--- src/rtl/wb_rr_arbiter.sv ---
// Three-master Wishbone round-robin arbiter in front of a single shared slave.
// Define WB_ARB_TIMEOUT_EN to build in the stalled-strobe watchdog and its ABORT path.
module wb_rr_arbiter #(
    parameter int TIMEOUT_CYCLES = 255,
    parameter int WB_ADDR_W      = 32
) (
    input  logic                   i_clk,
    input  logic                   i_rst_n,
    input  logic [2:0]             m_wb_cyc,
    input  logic [2:0]             m_wb_stb,
    input  logic [2:0]             m_wb_we,
    input  logic [3*WB_ADDR_W-1:0] m_wb_adr,
    input  logic [47:0]            m_wb_o_dat,
    input  logic [5:0]             m_wb_sel,
    input  logic [2:0]             m_wb_4_burst,
    input  logic [2:0]             m_wb_8_burst,
    output logic [2:0]             m_wb_ack,
    output logic [2:0]             m_wb_err,
    output logic [15:0]            m_wb_i_dat,
    output logic                   s_wb_cyc,
    output logic                   s_wb_stb,
    output logic                   s_wb_we,
    output logic                   s_wb_4_burst,
    output logic                   s_wb_8_burst,
    output logic [WB_ADDR_W-1:0]   s_wb_adr,
    output logic [15:0]            s_wb_o_dat,
    output logic [1:0]             s_wb_sel,
    input  logic [15:0]            s_wb_i_dat,
    input  logic                   s_wb_ack,
    input  logic                   s_wb_err,
    output logic [2:0]             o_grant
);

    if (TIMEOUT_CYCLES < 1 || TIMEOUT_CYCLES > 255) begin : g_bad_timeout
        $error("wb_rr_arbiter: TIMEOUT_CYCLES must be within 1..255");
    end

    typedef enum logic [1:0] {IDLE, OWN, ABORT} state_t;

    state_t     state, state_nxt;
    logic [2:0] grant, grant_nxt;
    logic [1:0] rr_ptr, rr_ptr_nxt;
    logic [1:0] pick;
    logic       abort_req;

    always_ff @(posedge i_clk or negedge i_rst_n) begin
        if (!i_rst_n) begin
            state  <= IDLE;
            grant  <= 3'b000;
            rr_ptr <= 2'd0;
        end else begin
            state  <= state_nxt;
            grant  <= grant_nxt;
            rr_ptr <= rr_ptr_nxt;
        end
    end

    // Walk from lowest to highest priority so the requester at rr_ptr wins last.
    always_comb begin
        pick = 2'd0;
        for (int k = 2; k >= 0; k--) begin
            if (m_wb_cyc[(int'(rr_ptr) + k) % 3])
                pick = 2'((int'(rr_ptr) + k) % 3);
        end
    end

`ifdef WB_ARB_TIMEOUT_EN
    localparam logic [7:0] TO_LAST = 8'(TIMEOUT_CYCLES - 1);

    logic [7:0] to_cnt;
    logic       stall;

    // s_wb_stb is only ever nonzero in OWN, so this already implies ownership.
    assign stall     = s_wb_stb && !s_wb_ack && !s_wb_err;
    assign abort_req = stall && (to_cnt == TO_LAST);

    always_ff @(posedge i_clk or negedge i_rst_n) begin
        if (!i_rst_n)
            to_cnt <= 8'd0;
        else
            to_cnt <= stall ? to_cnt + 8'd1 : 8'd0;
    end
`else
    assign abort_req = 1'b0;
`endif

    always_comb begin
        state_nxt  = state;
        grant_nxt  = grant;
        rr_ptr_nxt = rr_ptr;
        case (state)
            IDLE: begin
                if (|m_wb_cyc) begin
                    state_nxt  = OWN;
                    grant_nxt  = 3'b001 << pick;
                    rr_ptr_nxt = (pick == 2'd2) ? 2'd0 : pick + 2'd1;
                end
            end
            OWN: begin
                if (!(|(m_wb_cyc & grant))) begin
                    state_nxt = IDLE;
                    grant_nxt = 3'b000;
                end else if (abort_req) begin
                    state_nxt = ABORT;
                end
            end
            ABORT: begin
                state_nxt = IDLE;
                grant_nxt = 3'b000;
            end
            default: begin
                state_nxt = IDLE;
                grant_nxt = 3'b000;
            end
        endcase
    end

    // One-hot grant drives an AND-OR mux; everything toward the slave is zero unless owned.
    always_comb begin
        s_wb_cyc     = 1'b0;
        s_wb_stb     = 1'b0;
        s_wb_we      = 1'b0;
        s_wb_4_burst = 1'b0;
        s_wb_8_burst = 1'b0;
        s_wb_adr     = '0;
        s_wb_o_dat   = 16'h0000;
        s_wb_sel     = 2'b00;
        m_wb_ack     = 3'b000;
        m_wb_err     = 3'b000;
        if (state == OWN) begin
            for (int m = 0; m < 3; m++) begin
                if (grant[m]) begin
                    s_wb_cyc     = m_wb_cyc[m];
                    s_wb_stb     = m_wb_stb[m];
                    s_wb_we      = m_wb_we[m];
                    s_wb_4_burst = m_wb_4_burst[m];
                    s_wb_8_burst = m_wb_8_burst[m];
                    s_wb_adr     = m_wb_adr[m*WB_ADDR_W +: WB_ADDR_W];
                    s_wb_o_dat   = m_wb_o_dat[m*16 +: 16];
                    s_wb_sel     = m_wb_sel[m*2 +: 2];
                    m_wb_ack[m]  = s_wb_ack;
                    m_wb_err[m]  = s_wb_err;
                end
            end
        end else if (state == ABORT) begin
            m_wb_err = grant;
        end
    end

    assign m_wb_i_dat = s_wb_i_dat;
    assign o_grant    = grant;

endmodule
--- config.mk ---
export PLATFORM = sky130hd
export DESIGN_NAME = wb_rr_arbiter
export DESIGN_NICKNAME = d
export VERILOG_FILES = /design/src/rtl/wb_rr_arbiter.sv
export SDC_FILE = /design/constraint.sdc
export NUM_CORES = 1
export LEC_CHECK = 0
export CAP_MARGIN = 20
export CELL_PAD_IN_SITES_DETAIL_PLACEMENT = 0
export CELL_PAD_IN_SITES_GLOBAL_PLACEMENT = 1
export CORE_MARGIN = 2
export CORE_UTILIZATION = 14
export DETAILED_ROUTE_END_ITERATION = 8
export PLACE_DENSITY = 0.87
export REMOVE_ABC_BUFFERS = 1
export SYNTH_ARGS = -nofsm -noshare
export SYNTH_HDL_FRONTEND = slang
export SYNTH_SLANG_ARGS = --single-unit
--- constraint.sdc ---
create_clock -name i_clk -period 1.9 [get_ports i_clk]
set_input_delay 0.19 -clock i_clk [delete_from_list [all_inputs] [get_ports i_clk]]
set_output_delay 0.19 -clock i_clk [all_outputs]
set_load 0.01 [all_outputs]
==> results of run 1 <==
kinds of logic (layout without fill, tap and decap cells):
group	after synthesis	count (layout)
simple gates	131	131
compound gates	70	70
buf+inv	55	260
flops	6	6
fa+ha+maj	4	4
mux	3	3
area by class of cell:
cell class / instances / area share (%)
sequential: 6 / 3.39
inverter: 6 / 0.501
clock buffer: 3 / 1.67
timing repair buffer: 251 / 55.1
multi-input combinational: 208 / 34.5
tap: 176 / 4.89
metrics by stage:
stage	utilization, %	TNS (ns)	setup slack, ns	hold WS (ns)
after floorplan	-	-92.08	-1.67	-0.106
after global placement	33.0	-0.0494	-0.0475	0.380
after detailed placement	33.0	-0.0553	-0.0548	0.380
after CTS	33.4	-0.734	-0.152	0.225
after global routing	34.0	-0.119	-0.0398	0.234
final	34.0	0	0.0182	0.216
power by group through the flow:
stage | Sequential, mW | Combinational [mW] | Clock, mW
2_1_floorplan | 0.502 | 2.23 | 0
4_1_cts | 0.261 | 4.95 | 0.345
6_report | 0.260 | 5.03 | 0.337
3_5_place_dp | 0.261 | 5.23 | 0
3_3_place_gp | 0.256 | 5.12 | 0
5_1_grt | 0.273 | 5.44 | 0.359
sequential cells by signal, summed over array words and instances (netlist names):
name     flops
state        1
o_grant      3
rr_ptr       2
worst max-delay path: cells and delay by family, from the launching register on:
| kind | cells | cell delay (ns) |
|---|---|---|
| compound gates | 1 | 0.28 |
| buf+inv | 3 | 0.58 |
| flops | 1 | 0.36 |
| simple gates | 2 | 0.23 |
placed cells by master, fill, tap and decap left out, types with 2 or more instances in the layout:
master / n
a21oi_1: 3
a221oi_1: 36
a221oi_2: 16
and3_1: 6
buf_12: 8
buf_2: 8
buf_4: 10
clkbuf_16: 3
clkbuf_2: 2
clkdlybuf4s15_2: 5
clkdlybuf4s50_1: 176
dfrtp_1: 4
dfrtp_2: 2
dlygate4sd2_1: 39
ha_1: 4
inv_1: 5
mux2i_1: 3
nand2_1: 5
nand3_1: 4
nor2_1: 3
nor2b_1: 54
nor3_1: 52
nor3_2: 2
o31ai_1: 4
how the worst max path moves through the flow:
stage / from / to / slack [ns] / depth (start not counted)
after detailed placement: m_wb_cyc[1] / s_wb_cyc / -0.05 / 5
after global routing: o_grant[0] / s_wb_o_dat[1] / -0.04 / 6
after CTS: o_grant[1] / s_wb_adr[17] / -0.15 / 6
after global placement: m_wb_cyc[1] / s_wb_cyc / -0.05 / 5
final: o_grant[0] / s_wb_o_dat[1] / 0.02 / 6
after floorplan: o_grant[1] / s_wb_4_burst / -1.67 / 3
cells in the mapped netlist, drive strengths merged:
| library cell | n | area share (%) |
|---|---|---|
| o32ai | 1 | 0.85 |
| a211o | 1 | 0.46 |
| a31o | 1 | 0.46 |
| nand3 | 4 | 1.1 |
| ha | 4 | 2.6 |
| a21boi | 1 | 0.39 |
| nand3b | 1 | 0.39 |
| o31ai | 4 | 1.6 |
| nor2b | 56 | 19 |
| nor2 | 3 | 0.59 |
| o211ai | 1 | 0.39 |
| nor3 | 54 | 14 |
| buf | 32 | 13 |
| o2bb2ai | 1 | 0.46 |
| inv | 6 | 1.2 |
| a21oi | 4 | 1.2 |
| mux2i | 3 | 1.6 |
| nand2 | 5 | 0.99 |
| a211oi | 1 | 0.66 |
| dfrtp | 6 | 7.9 |
| and3 | 6 | 2.0 |
| a2bb2oi | 1 | 0.46 |
| a221oi | 53 | 24 |
| a22oi | 1 | 0.39 |
| nand4 | 1 | 0.33 |
| clkbuf | 17 | 3.3 |
| or2 | 1 | 0.33 |
timing repair:
| action | 4_1_cts | 5_1_grt |
|---|---|---|
| gates cloned | 1 | 0 |
| pin swaps | 0 | 2 |
| setup buffers | 1 | 2 |
| endpoints found under the setup margin | 55 | 30 |
| gates resized for setup | 91 | 29 |
layer usage:
layer	share of wire (%)	GRT usage [%]
met5	0	0
met4	1.5	2.47
met3	9.6	4.15
met2	51	23.7
met1	38	14.5
==> flow_summary.json, run 1 <==
{
  "status": "finished clean",
  "syn_area_um2": 1910,
  "timing.rr.end": "rr_ptr[1]",
  "grt_antenna_before_repair": 0,
  "die_h_um": 121,
  "fin_crit_sh_pct": 99.0,
  "cts_buffers": 3,
  "peakVddDrop_mv": 0.717,
  "placed_cells": 644,
  "grt_usage_pct": 12.9,
  "multi_input_area_um2": 1550,
  "grt_max_degree": 69,
  "worstMarginPinSlew_ns": 0.325,
  "r2r-start": "rr_ptr[0]",
  "worstPathRequired_ns": 1.71,
  "worstPathCellList": "nor2b_4 -> buf_4 -> buf_12 -> a221oi_1 -> nor3_1 -> dlygate4sd2_1",
  "critPathSlowestCell": "dfrtp_1",
  "first_pass_iters": 4,
  "relSlewSlack_pct": 78.3,
  "grt_setup_unrepaired": "true",
  "setup_violations": 0,
  "yosys.area_share.simple_pct": 38.6,
  "routed_via_density": 4.61,
  "synth_compound_area_share_pct": 31.7,
  "power_mw": 5.63,
  "vias": 2995,
  "start_util_pct": 14.4,
  "diodes": 0,
  "grt_pass1_vias": 3017,
  "r2r_cells": 6,
  "critical_path_arrival_ns": 1.69,
  "ys_warn_count": 0,
  "cts_tree": "yes",
  "nets": 665,
  "final-seq-area_um2": 153,
  "synth-xor-area-share_pct": 0,
  "r2r_slack_ns": 0.17,
  "muxShareOfSynthArea_pct": 1.58,
  "cts_buffer_depth": 2,
  "p_int_mw": 2.97,
  "syn-instance-count": 269,
  "clkTransAtPathRegs_ns": 0.03,
  "fp.dieW_um": 121,
  "sequentialPowerShare_pct": 4.6,
  "ant_nets": 0,
  "wirelength_mm": 10.4,
  "cts_root_buffer": "clkbuf_16",
  "drc_errors": 0,
  "synth_seq_cells": 6,
  "p_leak_nw": 1.79,
  "grt_pass1_wl_mm": 15.2,
  "h-tree-depth": 1,
  "yosysSeqAreaShare_pct": 7.88,
  "cts_sinks": 6,
  "synth_cell_types": 32,
  "synth_top_family_by_area": "simple AND/OR/NAND/NOR gates",
  "die-area_um2": 14600,
  "place_area_um2": 4370,
  "end_kind": "primary output",
  "final_cells": 650,
  "io_buffers": 232,
  "overflow": 0,
  "area_growth_pct": 136,
  "fmax_mhz": 531,
  "syn_area_per_cell_um2": 7.08,
  "core_area_um2": 13200,
  "wire_per_inst_um": 15.9,
  "switchingPower_mw": 2.66,
  "swShare_pct": 47.2,
  "p_per_area_nw_per_um2": 1250,
  "fillCellCount": 1413,
  "cp-start-kind": "flip-flop",
  "worstSetupPathType": "flip-flop to primary output",
  "place_hpwl_mm": 8.20,
  "fin_skew_ns": 0.00273,
  "first_iter_violations": 108,
  "drv_cap": 0,
  "cp_max_fo": 22,
  "synth_fa_ha_area_share_pct": 2.63,
  "placementRows": 42,
  "comb_power_share_pct": 89.4,
  "clk_latency_ns": 0.23,
  "fin_area_um2": 4500,
  "drive_gt1_share_pct": 13.7,
  "min_period_ns": 1.88,
  "place.gp.congestion": 0.886,
  "holdBufCountCts": 0,
  "hp-class": "primary input to async pin",
  "io_pins": 265,
  "drv_slew": 0,
  "finalHoldViolations": 0,
  "pwr-share-clk_pct": 6.0,
  "crit_path_max_incr_delay_ns": 0.36
}
Power figures use the tool's default switching activity.
==> run 2: changes to the inputs <==
- PLACE_DENSITY: 0.87 -> unset
- PLACE_DENSITY_LB_ADDON: unset -> 0.1
==> flow_summary.json, run 2 (synthesis results as in run 1) <==
{
  "peakVddDrop_mv": 0.684,
  "hp-class": "primary input to async pin",
  "fmax_mhz": 543,
  "clkTransAtPathRegs_ns": 0.04,
  "holdBufCountCts": 0,
  "r2r-start": "rr_ptr[0]",
  "area_growth_pct": 139,
  "grt_max_degree": 51,
  "die-area_um2": 14600,
  "wire_per_inst_um": 18.9,
  "grt_pass1_wl_mm": 17.2,
  "cp-start-kind": "flip-flop",
  "globalRouteMet3Util_pct": 4.01,
  "nets": 664,
  "status": "finished clean",
  "layout_common_cells": "clkdlybuf4s50_1 (177), nor2b_1 (54), nor3_1 (52)",
  "place_ws_ns": -0.0679,
  "h-tree-depth": 1,
  "start_util_pct": 14.4,
  "first_pass_iters": 4,
  "clk_latency_ns": 0.23,
  "setup_violations": 0,
  "mostFrequentLayoutCell": "clkdlybuf4s50_1",
  "place_hpwl_mm": 9.11,
  "diodes": 0,
  "cts_buffers": 3,
  "vias": 2953,
  "die_h_um": 121,
  "cts_tree": "yes",
  "drc_errors": 0,
  "met2_usage_pct": 26.5,
  "place.gp.congestion": 0.774,
  "io_pins": 265,
  "worstPathRequired_ns": 1.71,
  "cp_max_fo": 14,
  "cts_buffer_depth": 2,
  "fin_crit_sh_pct": 96.9,
  "cts_root_buffer": "clkbuf_16",
  "grt_pass1_vias": 2810,
  "routed_via_density": 4.54,
  "p_leak_nw": 1.76,
  "drive_gt1_share_pct": 17.9,
  "grt_antenna_before_repair": 0,
  "largest_reg_flops": 3,
  "worstMarginPinSlew_ns": 0.362,
  "tns_ns": 0,
  "fp.dieW_um": 121,
  "final-seq-area_um2": 153,
  "end_kind": "primary output",
  "core_area_um2": 13200,
  "grt_busiest_layer": "met2",
  "min_period_ns": 1.84,
  "drv_cap": 0,
  "multi_input_area_um2": 1630,
  "cts_sinks": 6,
  "ant_nets": 0,
  "fin_skew_ns": 0.00283,
  "critical_path_arrival_ns": 1.65,
  "relSlewSlack_pct": 75.9,
  "grt_usage_pct": 14.9,
  "grt_setup_unrepaired": "true",
  "drv_slew": 0,
  "first_iter_violations": 130,
  "finalHoldViolations": 0,
  "wirelength_mm": 12.3,
  "io_buffers": 232,
  "overflow": 0,
  "placementRows": 42,
  "worstSetupPathType": "flip-flop to primary output",
  "setup_slack_ns": 0.0580,
  "grtUsageMet1_pct": 18.9,
  "fillCellCount": 1431,
  "cp-startpoint": "o_grant[1]",
  "p_per_area_nw_per_um2": 1290
}
==> run 2: cell count changes in the layout (fill, tap and decap cells not counted) <==
cell and delta:
clkdlybuf4s15_2 -5, dlygate4sd2_1 -18, dlymetal6s2s_1 -1, clkbuf_2 +19
clkdlybuf4s15_1 +10, clkdlybuf4s50_1 +1, a221oi_2 +13, clkbuf_1 +1
a221oi_1 -13, buf_4 -3, clkbuf_16 +2, buf_2 -6
==> run 2: cell type report <==
type,instances,share of cell area (%)
flip-flops and latches,6,3.35
repair buffers,250,53.8
inverters,6,0.494
well taps,176,4.83
multi-input cells,208,35.8
clock buffers,4,1.73
==> run 2: final timing paths <==
check | cells after the start | to | slack (ns)
max | 6 | s_wb_adr[22] | 0.06
min | 1 | state[0] | 0.21
max reg2reg | 6 | rr_ptr[1] | 0.21
min reg2reg | 2 | rr_ptr[0] | 0.56
max in group asynchronous | 1 | o_grant[2] | 1.45
min in group i_clk | 0 | m_wb_i_dat[0] | 0.38
==> run 2: report_power, final <==
group	total (mW)	switching [mW]	internal [mW]
Combinational	5.28	2.68	2.60
Clock	0.348	0.0697	0.278
Sequential	0.269	0.0742	0.195
Total	5.90	2.83	3.07
==> run 2: critical path: stages (launching register included) <==
cell	delay (ns)
dfrtp_2	0.45
nor2b_4	0.14
buf_12	0.14
clkbuf_16	0.19
a221oi_2	0.07
nor3_1	0.14
clkdlybuf4s15_1	0.30
==> run 2: routing by layer <==
| layer | vias up | routed length, µm |
|---|---|---|
| met5 | - | 0 |
| met4 | 0 | 0 |
| met3 | 0 | 972 |
| met2 | 136 | 6310 |
| met1 | 1390 | 5000 |
| li1 | 1427 | - |
==> run 2: what timing repair did <==
| action | in CTS | in global routing |
|---|---|---|
| pin swaps | 0 | 3 |
| resized for setup | 56 | 108 |
| cloned | 0 | 2 |
| setup buffers | 0 | 1 |
| endpoints found under the hold margin | 0 | 0 |
| endpoints found under the setup margin | 55 | 29 |
==> run 2: stage by stage <==
stage	hold slack, ns	cell area [µm²]	std cells	utilization, %	power (mW)
after CTS	0.222	4360	647	32.9	5.46
after global routing	0.233	4560	650	34.4	6.40
final	0.212	4560	650	34.4	5.90
after global placement	0.380	4350	643	32.8	5.56
after detailed placement	0.380	4350	643	32.8	5.56
after floorplan	-0.106	1590	220	-	2.73
==> run 3: changes to the inputs <==
- CTS_CLUSTER_SIZE: unset -> 10
==> results of run 3 <==
Same layout as run 2: the final DEF is identical, and so are final timing and power.
